===== src/rtl/alu_decode_stage_if.sv =====
// Handshake and payload bundle between the register-read side, the ALU
// decode stage and the execute side.
//   i_flush                  : drop every buffered entry this cycle
//   i_valid / o_in_ready     : upstream handshake (instruction + operands)
//   i_inst, i_pc             : instruction word and its address
//   i_rs1_data, i_rs2_data   : register-file read data
//   o_valid / i_ready        : downstream handshake (decoded entry)
//   o_alu1, o_alu2           : ALU operands
//   o_alu_sel                : ALU operation select
//   o_rd, o_we               : destination register and writeback enable
//   o_illegal                : entry is not a legal integer-ALU instruction
// modport slave  : the decode stage itself
// modport master : whoever drives the stage (upstream and execute side)
interface alu_decode_stage_if #(
  parameter int XLEN  = 32,
  parameter int SEL_W = 4
);
  logic             i_flush;
  logic             i_valid;
  logic             o_in_ready;
  logic [31:0]      i_inst;
  logic [XLEN-1:0]  i_pc;
  logic [XLEN-1:0]  i_rs1_data;
  logic [XLEN-1:0]  i_rs2_data;
  logic             o_valid;
  logic             i_ready;
  logic [XLEN-1:0]  o_alu1;
  logic [XLEN-1:0]  o_alu2;
  logic [SEL_W-1:0] o_alu_sel;
  logic [4:0]       o_rd;
  logic             o_we;
  logic             o_illegal;

  modport slave (
    input  i_flush, i_valid, i_inst, i_pc, i_rs1_data, i_rs2_data, i_ready,
    output o_in_ready, o_valid, o_alu1, o_alu2, o_alu_sel, o_rd, o_we, o_illegal
  );

  modport master (
    output i_flush, i_valid, i_inst, i_pc, i_rs1_data, i_rs2_data, i_ready,
    input  o_in_ready, o_valid, o_alu1, o_alu2, o_alu_sel, o_rd, o_we, o_illegal
  );
endinterface


===== src/rtl/alu_decode_stage.sv =====
// RV32I integer-ALU decode/issue stage. Decodes OP, OP-IMM, LUI and AUIPC
// into an operand pair plus ALU select, and buffers the result in an output
// register backed by a one-entry skid register (two entries total, FIFO).
// Ports:
//   i_clk : clock, rising edge
//   i_rst : synchronous reset, active-high
//   bus   : alu_decode_stage_if.slave (handshakes, instruction, operands,
//           decoded outputs)
module alu_decode_stage #(
  parameter int XLEN  = 32,
  parameter int SEL_W = 4
) (
  input  logic                 i_clk,
  input  logic                 i_rst,
  alu_decode_stage_if.slave    bus
);

  localparam logic [SEL_W-1:0] SEL_ADD  = SEL_W'(4'b0000);
  localparam logic [SEL_W-1:0] SEL_SUB  = SEL_W'(4'b0001);
  localparam logic [SEL_W-1:0] SEL_SLL  = SEL_W'(4'b0010);
  localparam logic [SEL_W-1:0] SEL_SLT  = SEL_W'(4'b0011);
  localparam logic [SEL_W-1:0] SEL_SLTU = SEL_W'(4'b0100);
  localparam logic [SEL_W-1:0] SEL_XOR  = SEL_W'(4'b0101);
  localparam logic [SEL_W-1:0] SEL_SRL  = SEL_W'(4'b0110);
  localparam logic [SEL_W-1:0] SEL_SRA  = SEL_W'(4'b0111);
  localparam logic [SEL_W-1:0] SEL_OR   = SEL_W'(4'b1000);
  localparam logic [SEL_W-1:0] SEL_AND  = SEL_W'(4'b1001);
  localparam logic [SEL_W-1:0] SEL_PASS = SEL_W'(4'b1111);

  localparam logic [6:0] OPC_OP    = 7'b0110011;
  localparam logic [6:0] OPC_IMM   = 7'b0010011;
  localparam logic [6:0] OPC_LUI   = 7'b0110111;
  localparam logic [6:0] OPC_AUIPC = 7'b0010111;

  typedef struct packed {
    logic [XLEN-1:0]  alu1;
    logic [XLEN-1:0]  alu2;
    logic [SEL_W-1:0] sel;
    logic [4:0]       rd;
    logic             we;
    logic             illegal;
  } entry_t;

  function automatic entry_t decode(input logic [31:0]     inst,
                                    input logic [XLEN-1:0] pc,
                                    input logic [XLEN-1:0] rs1,
                                    input logic [XLEN-1:0] rs2);
    entry_t                  e;
    logic                    legal;
    logic                    f7_base;
    logic                    f7_alt;
    logic signed [XLEN-1:0]  imm_i;
    logic signed [XLEN-1:0]  imm_u;
    logic [XLEN-1:0]         shamt_r;
    logic [XLEN-1:0]         shamt_i;
    e       = '0;
    legal   = 1'b0;
    f7_base = (inst[31:25] == 7'b0000000);
    f7_alt  = (inst[31:25] == 7'b0100000);
    imm_i   = XLEN'($signed(inst[31:20]));
    imm_u   = XLEN'($signed({inst[31:12], 12'b0}));
    // The ALU shifts by its whole second operand, so only the 5-bit
    // shift amount may reach it.
    shamt_r = XLEN'(rs2[4:0]);
    shamt_i = XLEN'(inst[24:20]);
    case (inst[6:0])
      OPC_OP: begin
        e.alu1 = rs1;
        e.alu2 = rs2;
        case (inst[14:12])
          3'b000: begin legal = f7_base | f7_alt; e.sel = f7_alt ? SEL_SUB : SEL_ADD; end
          3'b001: begin legal = f7_base; e.sel = SEL_SLL; e.alu2 = shamt_r; end
          3'b010: begin legal = f7_base; e.sel = SEL_SLT; end
          3'b011: begin legal = f7_base; e.sel = SEL_SLTU; end
          3'b100: begin legal = f7_base; e.sel = SEL_XOR; end
          3'b101: begin legal = f7_base | f7_alt; e.sel = f7_alt ? SEL_SRA : SEL_SRL; e.alu2 = shamt_r; end
          3'b110: begin legal = f7_base; e.sel = SEL_OR; end
          default: begin legal = f7_base; e.sel = SEL_AND; end
        endcase
      end
      OPC_IMM: begin
        e.alu1 = rs1;
        e.alu2 = imm_i;
        case (inst[14:12])
          3'b000: begin legal = 1'b1; e.sel = SEL_ADD; end
          3'b001: begin legal = f7_base; e.sel = SEL_SLL; e.alu2 = shamt_i; end
          3'b010: begin legal = 1'b1; e.sel = SEL_SLT; end
          3'b011: begin legal = 1'b1; e.sel = SEL_SLTU; end
          3'b100: begin legal = 1'b1; e.sel = SEL_XOR; end
          3'b101: begin legal = f7_base | f7_alt; e.sel = f7_alt ? SEL_SRA : SEL_SRL; e.alu2 = shamt_i; end
          3'b110: begin legal = 1'b1; e.sel = SEL_OR; end
          default: begin legal = 1'b1; e.sel = SEL_AND; end
        endcase
      end
      OPC_LUI: begin
        legal  = 1'b1;
        e.alu1 = '0;
        e.alu2 = imm_u;
        e.sel  = SEL_PASS;
      end
      OPC_AUIPC: begin
        legal  = 1'b1;
        e.alu1 = pc;
        e.alu2 = imm_u;
        e.sel  = SEL_ADD;
      end
      default: legal = 1'b0;
    endcase
    if (!legal) begin
      e.alu1 = '0;
      e.alu2 = '0;
      e.sel  = SEL_PASS;
    end
    e.rd      = inst[11:7];
    e.we      = legal && (inst[11:7] != 5'd0);
    e.illegal = !legal;
    return e;
  endfunction

  entry_t ent_p0;
  entry_t out_p1;
  entry_t skid_p1;
  logic   vld_p1;
  logic   skid_vld_p1;
  logic   accept;
  logic   xfer;
  logic   out_free;

  // ---- stage p0: combinational decode of the incoming instruction ----
  assign ent_p0 = decode(bus.i_inst, bus.i_pc, bus.i_rs1_data, bus.i_rs2_data);

  assign bus.o_in_ready = !skid_vld_p1 && !i_rst;
  assign accept         = bus.i_valid && bus.o_in_ready;
  assign xfer           = vld_p1 && bus.i_ready;
  assign out_free       = !vld_p1 || xfer;

  // ---- stage p1: output register (older) + skid register (younger) ----
  // The skid only fills while the output register is held, so whenever the
  // output register frees up the skid entry (if any) moves forward and no
  // accept can be pending at the same time (o_in_ready was low).
  always_ff @(posedge i_clk) begin
    if (i_rst) begin
      vld_p1      <= 1'b0;
      skid_vld_p1 <= 1'b0;
    end else if (bus.i_flush) begin
      vld_p1      <= 1'b0;
      skid_vld_p1 <= 1'b0;
    end else if (out_free) begin
      vld_p1      <= skid_vld_p1 || accept;
      skid_vld_p1 <= 1'b0;
    end else if (accept) begin
      skid_vld_p1 <= 1'b1;
    end
  end

  // Output payload is cleared on reset so the outputs read as zero until
  // the first entry loads.
  always_ff @(posedge i_clk) begin
    if (i_rst) begin
      out_p1 <= '0;
    end else if (!bus.i_flush && out_free) begin
      if (skid_vld_p1) begin
        out_p1 <= skid_p1;
      end else if (accept) begin
        out_p1 <= ent_p0;
      end
    end
  end

  always_ff @(posedge i_clk) begin
    if (accept && !out_free) begin
      skid_p1 <= ent_p0;
    end
  end

  assign bus.o_valid   = vld_p1;
  assign bus.o_alu1    = out_p1.alu1;
  assign bus.o_alu2    = out_p1.alu2;
  assign bus.o_alu_sel = out_p1.sel;
  assign bus.o_rd      = out_p1.rd;
  assign bus.o_we      = out_p1.we;
  assign bus.o_illegal = out_p1.illegal;

endmodule


===== src/flat_wrapper.sv =====
// flat-port wrapper written by rule: the top's interface ports become plain ports
module alu_decode_stage_flat 
#(
  parameter int XLEN  = 32,
  parameter int SEL_W = 4
)
  (i_clk, i_rst, bus_i_flush, bus_i_valid, bus_i_inst, bus_i_pc, bus_i_rs1_data, bus_i_rs2_data, bus_i_ready, bus_o_in_ready, bus_o_valid, bus_o_alu1, bus_o_alu2, bus_o_alu_sel, bus_o_rd, bus_o_we, bus_o_illegal);
  alu_decode_stage_if #(.XLEN(XLEN), .SEL_W(SEL_W)) bus_i ();
  input  logic i_clk;
  input  logic i_rst;
  input wire logic [$bits(bus_i.i_flush)-1:0] bus_i_flush;
  input wire logic [$bits(bus_i.i_valid)-1:0] bus_i_valid;
  input wire logic [$bits(bus_i.i_inst)-1:0] bus_i_inst;
  input wire logic [$bits(bus_i.i_pc)-1:0] bus_i_pc;
  input wire logic [$bits(bus_i.i_rs1_data)-1:0] bus_i_rs1_data;
  input wire logic [$bits(bus_i.i_rs2_data)-1:0] bus_i_rs2_data;
  input wire logic [$bits(bus_i.i_ready)-1:0] bus_i_ready;
  output wire logic [$bits(bus_i.o_in_ready)-1:0] bus_o_in_ready;
  output wire logic [$bits(bus_i.o_valid)-1:0] bus_o_valid;
  output wire logic [$bits(bus_i.o_alu1)-1:0] bus_o_alu1;
  output wire logic [$bits(bus_i.o_alu2)-1:0] bus_o_alu2;
  output wire logic [$bits(bus_i.o_alu_sel)-1:0] bus_o_alu_sel;
  output wire logic [$bits(bus_i.o_rd)-1:0] bus_o_rd;
  output wire logic [$bits(bus_i.o_we)-1:0] bus_o_we;
  output wire logic [$bits(bus_i.o_illegal)-1:0] bus_o_illegal;
  assign bus_i.i_flush = bus_i_flush;
  assign bus_i.i_valid = bus_i_valid;
  assign bus_i.i_inst = bus_i_inst;
  assign bus_i.i_pc = bus_i_pc;
  assign bus_i.i_rs1_data = bus_i_rs1_data;
  assign bus_i.i_rs2_data = bus_i_rs2_data;
  assign bus_i.i_ready = bus_i_ready;
  assign bus_o_in_ready = bus_i.o_in_ready;
  assign bus_o_valid = bus_i.o_valid;
  assign bus_o_alu1 = bus_i.o_alu1;
  assign bus_o_alu2 = bus_i.o_alu2;
  assign bus_o_alu_sel = bus_i.o_alu_sel;
  assign bus_o_rd = bus_i.o_rd;
  assign bus_o_we = bus_i.o_we;
  assign bus_o_illegal = bus_i.o_illegal;
  alu_decode_stage #(.XLEN(XLEN), .SEL_W(SEL_W)) u_core (.i_clk(i_clk), .i_rst(i_rst), .bus(bus_i));
endmodule

===== config.mk =====
export PLATFORM = sky130hd
export DESIGN_NAME = alu_decode_stage_flat
export DESIGN_NICKNAME = d
export VERILOG_FILES = /design/src/rtl/alu_decode_stage_if.sv /design/src/rtl/alu_decode_stage.sv /design/src/flat_wrapper.sv
export SDC_FILE = /design/constraint.sdc
export NUM_CORES = 1
export LEC_CHECK = 0
export ABC_AREA = 1
export CAP_MARGIN = 10
export CORE_ASPECT_RATIO = 1.75
export CORE_MARGIN = 3
export CORE_UTILIZATION = 40
export CTS_CLUSTER_SIZE = 30
export DETAILED_ROUTE_END_ITERATION = 6
export PLACE_DENSITY = 0.71
export RECOVER_POWER = 100
export SLEW_MARGIN = 20
export SYNTH_ARGS = -nofsm -noshare
export SYNTH_HDL_FRONTEND = slang
export SYNTH_SLANG_ARGS = --single-unit

===== constraint.sdc =====
create_clock -name i_clk -period 4.2 [get_ports i_clk]
set_input_delay 0.42 -clock i_clk [delete_from_list [all_inputs] [get_ports i_clk]]
set_output_delay 0.42 -clock i_clk [all_outputs]
set_load 0.03 [all_outputs]

Word level (Yosys, flattened, before mapping) --
Index checks and enable logic that the tools add are counted.
Cells by class: equal/unequal tests 11, multiplexer cells 13, bitwise operators 1, reduce and logical (&&, ||, !) cells 24
Operators by type and width (count):
- $pmux W68 S4 | 1
- $mux W75 | 2
- $mux W68 | 1
- $mux W32 | 2
- $pmux W4 S7 | 2
- $eq A7 B6 Y1 const B | 3
- $eq A7 B5 Y1 const B | 2
- $eq A3 B3 Y1 const B | 3
- $reduce_or A2 Y1 | 4
- $logic_not A7 Y1 | 1
- $eq A3 B2 Y1 const B | 2
- $logic_and A1 B1 Y1 | 6
- $logic_not A1 Y1 | 6
- $reduce_bool A5 Y1 | 1
- $eq A3 B1 Y1 const B | 1
- $logic_not A3 Y1 | 1
- $mux W1 | 3
- $pmux W1 S3 | 1
- $reduce_or A3 Y1 | 1
- $logic_or A1 B1 Y1 | 2
- $pmux W1 S2 | 1
- $reduce_and A2 Y1 | 1
- $reduce_bool A2 Y1 | 1
- $or A1 B1 Y1 | 1
Word-level totals: register bits 152, input port bits 133, output and inout port bits 77, logic and storage cells 63

Depth between registers and ports, before layout --
depth after elaboration 7, mapped depth 11, depth with buffers taken out 10

Worst setup path after synthesis --
No wires, ideal clock.
kind register to register, start register u_core.skid_vld_p1, end register u_core.skid_p1[0] in the netlist's numbering, enable pin, setup time 0.508 ns, arrival time 4.342 ns, required time 3.692 ns, path slack -0.650 ns, stages on the path, launching flop included 6, path buffers 2, period minus slack after synthesis 4.850 ns, cells stage by stage dfxtp_1 > clkbuf_1 > clkbuf_1 > nor2_1 > nand2_1 > nor2_1
Between the ends: word-level cells in the longest chain between the ends 4
RTL lines:
- from (decl) | line alu_decode_stage.sv:124 | logic skid_vld_p1;
- from (signal assigned) | line alu_decode_stage.sv:144 | skid_vld_p1 <= 1'b0;
- from (signal assigned) | line alu_decode_stage.sv:147 | skid_vld_p1 <= 1'b0;
- from (signal assigned) | line alu_decode_stage.sv:150 | skid_vld_p1 <= 1'b0;
- $logic_not A1 Y1 | line alu_decode_stage.sv:132 | assign bus.o_in_ready = !skid_vld_p1 && !i_rst;
- $logic_and A1 B1 Y1 | line alu_decode_stage.sv:132
- named net bus_o_in_ready | line flat_wrapper.sv:18 | output wire logic [$bits(bus_i.o_in_ready)-1:0] bus_o_in_ready;
- $logic_and A1 B1 Y1 | line alu_decode_stage.sv:133 | assign accept = bus.i_valid && bus.o_in_ready;
- $logic_and A1 B1 Y1 | line alu_decode_stage.sv:171 | if (accept && !out_free) begin
- to (signal assigned) | line alu_decode_stage.sv:172 | skid_p1 <= ent_p0;
- to (decl) | line alu_decode_stage.sv:122 | entry_t skid_p1;
The timed path passes the listed nets, and every way through them passes these cells. A chain may end at the register's enable or synchronous reset.

Final worst setup path --
start register u_core.skid_vld_p1, end output bus_o_in_ready
Between the ends: word-level cells in the longest chain between the ends 2
RTL lines (line):
- $logic_not A1 Y1 | alu_decode_stage.sv:132
- $logic_and A1 B1 Y1 | alu_decode_stage.sv:132
- to (decl) | flat_wrapper.sv:18
Every way passes these cells.

==> summary.txt <==
Status - finished with violations
Failing checks - capacitance limit, slew limit
Vias in the first global route - 7218
Clock-pin slew on the worst setup and hold paths - 70 ps
Gate Count Post-Synth - 955
Worst slew margin - -16.8%
First-iteration detailed-routing DRC count - 423
Pwr Total - 3.50 mW
Htree depth - 4
Layout Area Growth over Synthesis - 37.1%
Final Slew Violations - 113
Pre-CTS setup slack - 1390 ps
Clk sinks - 152
Total Neg Setup Slack - 0 ps
DRC - 0
Layout cells sized above 1 - 5.78%
Final Cycle Share - 78.3%
Initial antenna violation count - 0
Maximum fanout along the worst path - 42
Setup crit start kind - flop
Worst-Margin Slew - 1750 ps
Peak Freq - 0.304 GHz
Clk root buf - clkbuf_16
DRT Wirelength - 23300 um
Via count - 7222
Global-route wire length before repair - 36500 um
Gr usage total - 22.8%
Post-synth top area cell - edfxtp_1
Library cell with the highest instance count after synthesis - inv_1
Max-cap violation count - 2
Worst min-delay path class - flop to flop
Die ar. - 20400 um2
Yosys synthesis warning count - 0
Hold-fix buffers, CTS - 0
Vias per inst - 5.25
Clk buf depth - 2
Setup Skew - 14.0 ps
Worst skew pair latency - 420 ps
RSZ-0062 raised after global routing - no
Prevailing post-synth register cell - dfxtp_1
Setup bufs post-CTS - 0
Comb pwr share - 11.9%
Mapped Area - 7480 um2
Switching portion of total power - 25.6%
RePlAce Congestion - 0.973
Synth async-reset ratio - 0%
Clock power frac - 42.3%
Design Area, Final - 10300 um2
Gr busiest metal - met2
Largest net degree at the start of global routing - 81
Core region area - 18200 um2
Synth cell types - 24
P_int - 2.60 mW
Post-CTS resize count - 0
Pwr Density - 341 nW/um2
Hpwl dp - 15400 um
Final Hold Violating Endpoints - 0
CTS tree - done
Placed Area - 9690 um2
Critical path arrival - 2870 ps
Fin crit period - 3290 ps
Worst vdd ir - 0.200 mV
Mean Syn Cell Area - 7.83 um2
Grt ovf - 0
PortBufs - 209
Final setup viols - 0
NetSw - 895 uW
Starting Density - 41.1%
Post-synth top area share - 30.1%
Final worst slack - 910 ps
CP endpoint kind - output port
Finished Layout Cells - 1375
Drt pass-1 iters - 5
Antenna viol nets, final - 0
Sequential share of power - 45.8%
Num CTS Buffers - 17
Sequential area share after synthesis - 50.7%
Number of synthesized flops with an enable pin - 75
Routed len/inst - 16.9 um
Die W - 109 um
Critical Path RT - 3780 ps
Die Ht - 187 um
M2 GR Usage - 41.8%
Synth cell count leaders - inv_1, a21oi_1, nand2_1, o21ai_0, dfxtp_1
Met1 Track Usage GR - 25.5%
Antenna Cells - 0
Critical path type - flop to output port
NumNets Final - 1261
Worst R2R Setup Slack - 990 ps
Leading post-synthesis cells by cell area - edfxtp_1, dfxtp_1, a21oi_1
Static leakage - 4.14 nW
Seq cells post-synth - 152
Mapped Nets - 1088
Rows - 65
Ports - 210
Placed insts - 1343
GR Util met3 - 3.11%
==> critical path, cell delays in order, from the launching register on <==
cell,delay [ps]
dfxtp_1,1500
nor2_1,170
dlygate4sd3_1,790
==> power groups by stage <==
stage / clock network (mW) / logic, mW / registers [mW]
after floorplan: 0 / 0.117 / 1.70
after global placement: 0 / 0.431 / 1.64
after detailed placement: 0 / 0.433 / 1.64
after CTS: 1.50 / 0.435 / 1.60
after global routing: 1.55 / 0.451 / 1.61
final: 1.48 / 0.417 / 1.60
==> final timing paths <==
check	start	endpoint	depth (start not counted)
max reg2reg	u_core.skid_vld_p1$_SDFFE_PP0P_	u_core.bus.o_alu2[21]$_SDFFE_PP0P_	5
min reg2reg	u_core.skid_p1[46]$_DFFE_PP_	u_core.bus.o_alu1[3]$_SDFFE_PP0P_	2
min	u_core.skid_p1[46]$_DFFE_PP_	u_core.bus.o_alu1[3]$_SDFFE_PP0P_	2
max	u_core.skid_vld_p1$_SDFFE_PP0P_	bus_o_in_ready	2
==> flip-flops by register name, summed over array words and instances (netlist names) <==
name and count:
u_core.bus.o_valid 1, u_core.bus.o_alu_sel 4, u_core.bus.o_alu1 32, u_core.bus.o_illegal 1, u_core.bus.o_rd 5, u_core.bus.o_alu2 32, u_core.skid_vld_p1 1, u_core.bus.o_we 1
u_core.skid_p1 75
==> metrics by stage <==
| step | hold slack [ps] | utilization (%) |
|---|---|---|
| floorplan | 507 | - |
| global placement | 509 | 53.2 |
| detailed placement | 521 | 53.2 |
| CTS | 529 | 56.4 |
| global route | 559 | 56.3 |
| finish | 525 | 56.3 |
==> area by class of cell <==
| type | count | area, um2 |
|---|---|---|
| Inverter | 174 | 653 |
| Clock inverter | 12 | 108 |
| Fill cell | 1709 | 7960 |
| Timing Repair Buffer | 221 | 2200 |
| Tap cell | 234 | 293 |
| Multi-Input combinational cell | 562 | 2740 |
| Clock buffer | 20 | 467 |
| Sequential cell | 152 | 3790 |
==> placed cells by master (no fill, tap or decap), types with 9 or more instances in the layout <==
cell type,n
o22ai_1,43
clkbuf_16,17
clkdlybuf4s50_1,126
nand3_1,63
inv_1,170
a21oi_1,165
nand3_2,10
nand2_1,118
nor2_1,64
o21ai_0,78
edfxtp_1,75
dlygate4sd3_1,83
dfxtp_1,77
buf_4,9
==> cell families (layout without fill, tap and decap cells) <==
group	after synthesis	in the layout	synth area share (%)
AO/OA/AOI/OAI	293	293	20.4
flip-flops	152	152	50.7
AND/OR/NAND/NOR	269	269	16.0
buffers and inverters	241	427	12.8
==> per-layer routing <==
layer	share of wire, %	routed length (um)	up-vias
met4	3.3	779	0
met3	5.4	1260	47
met5	0	0	-
met1	37	8670	3392
met2	54	12600	274
li1	-	-	3509
Note: power is estimated with default switching activity, not from simulation.
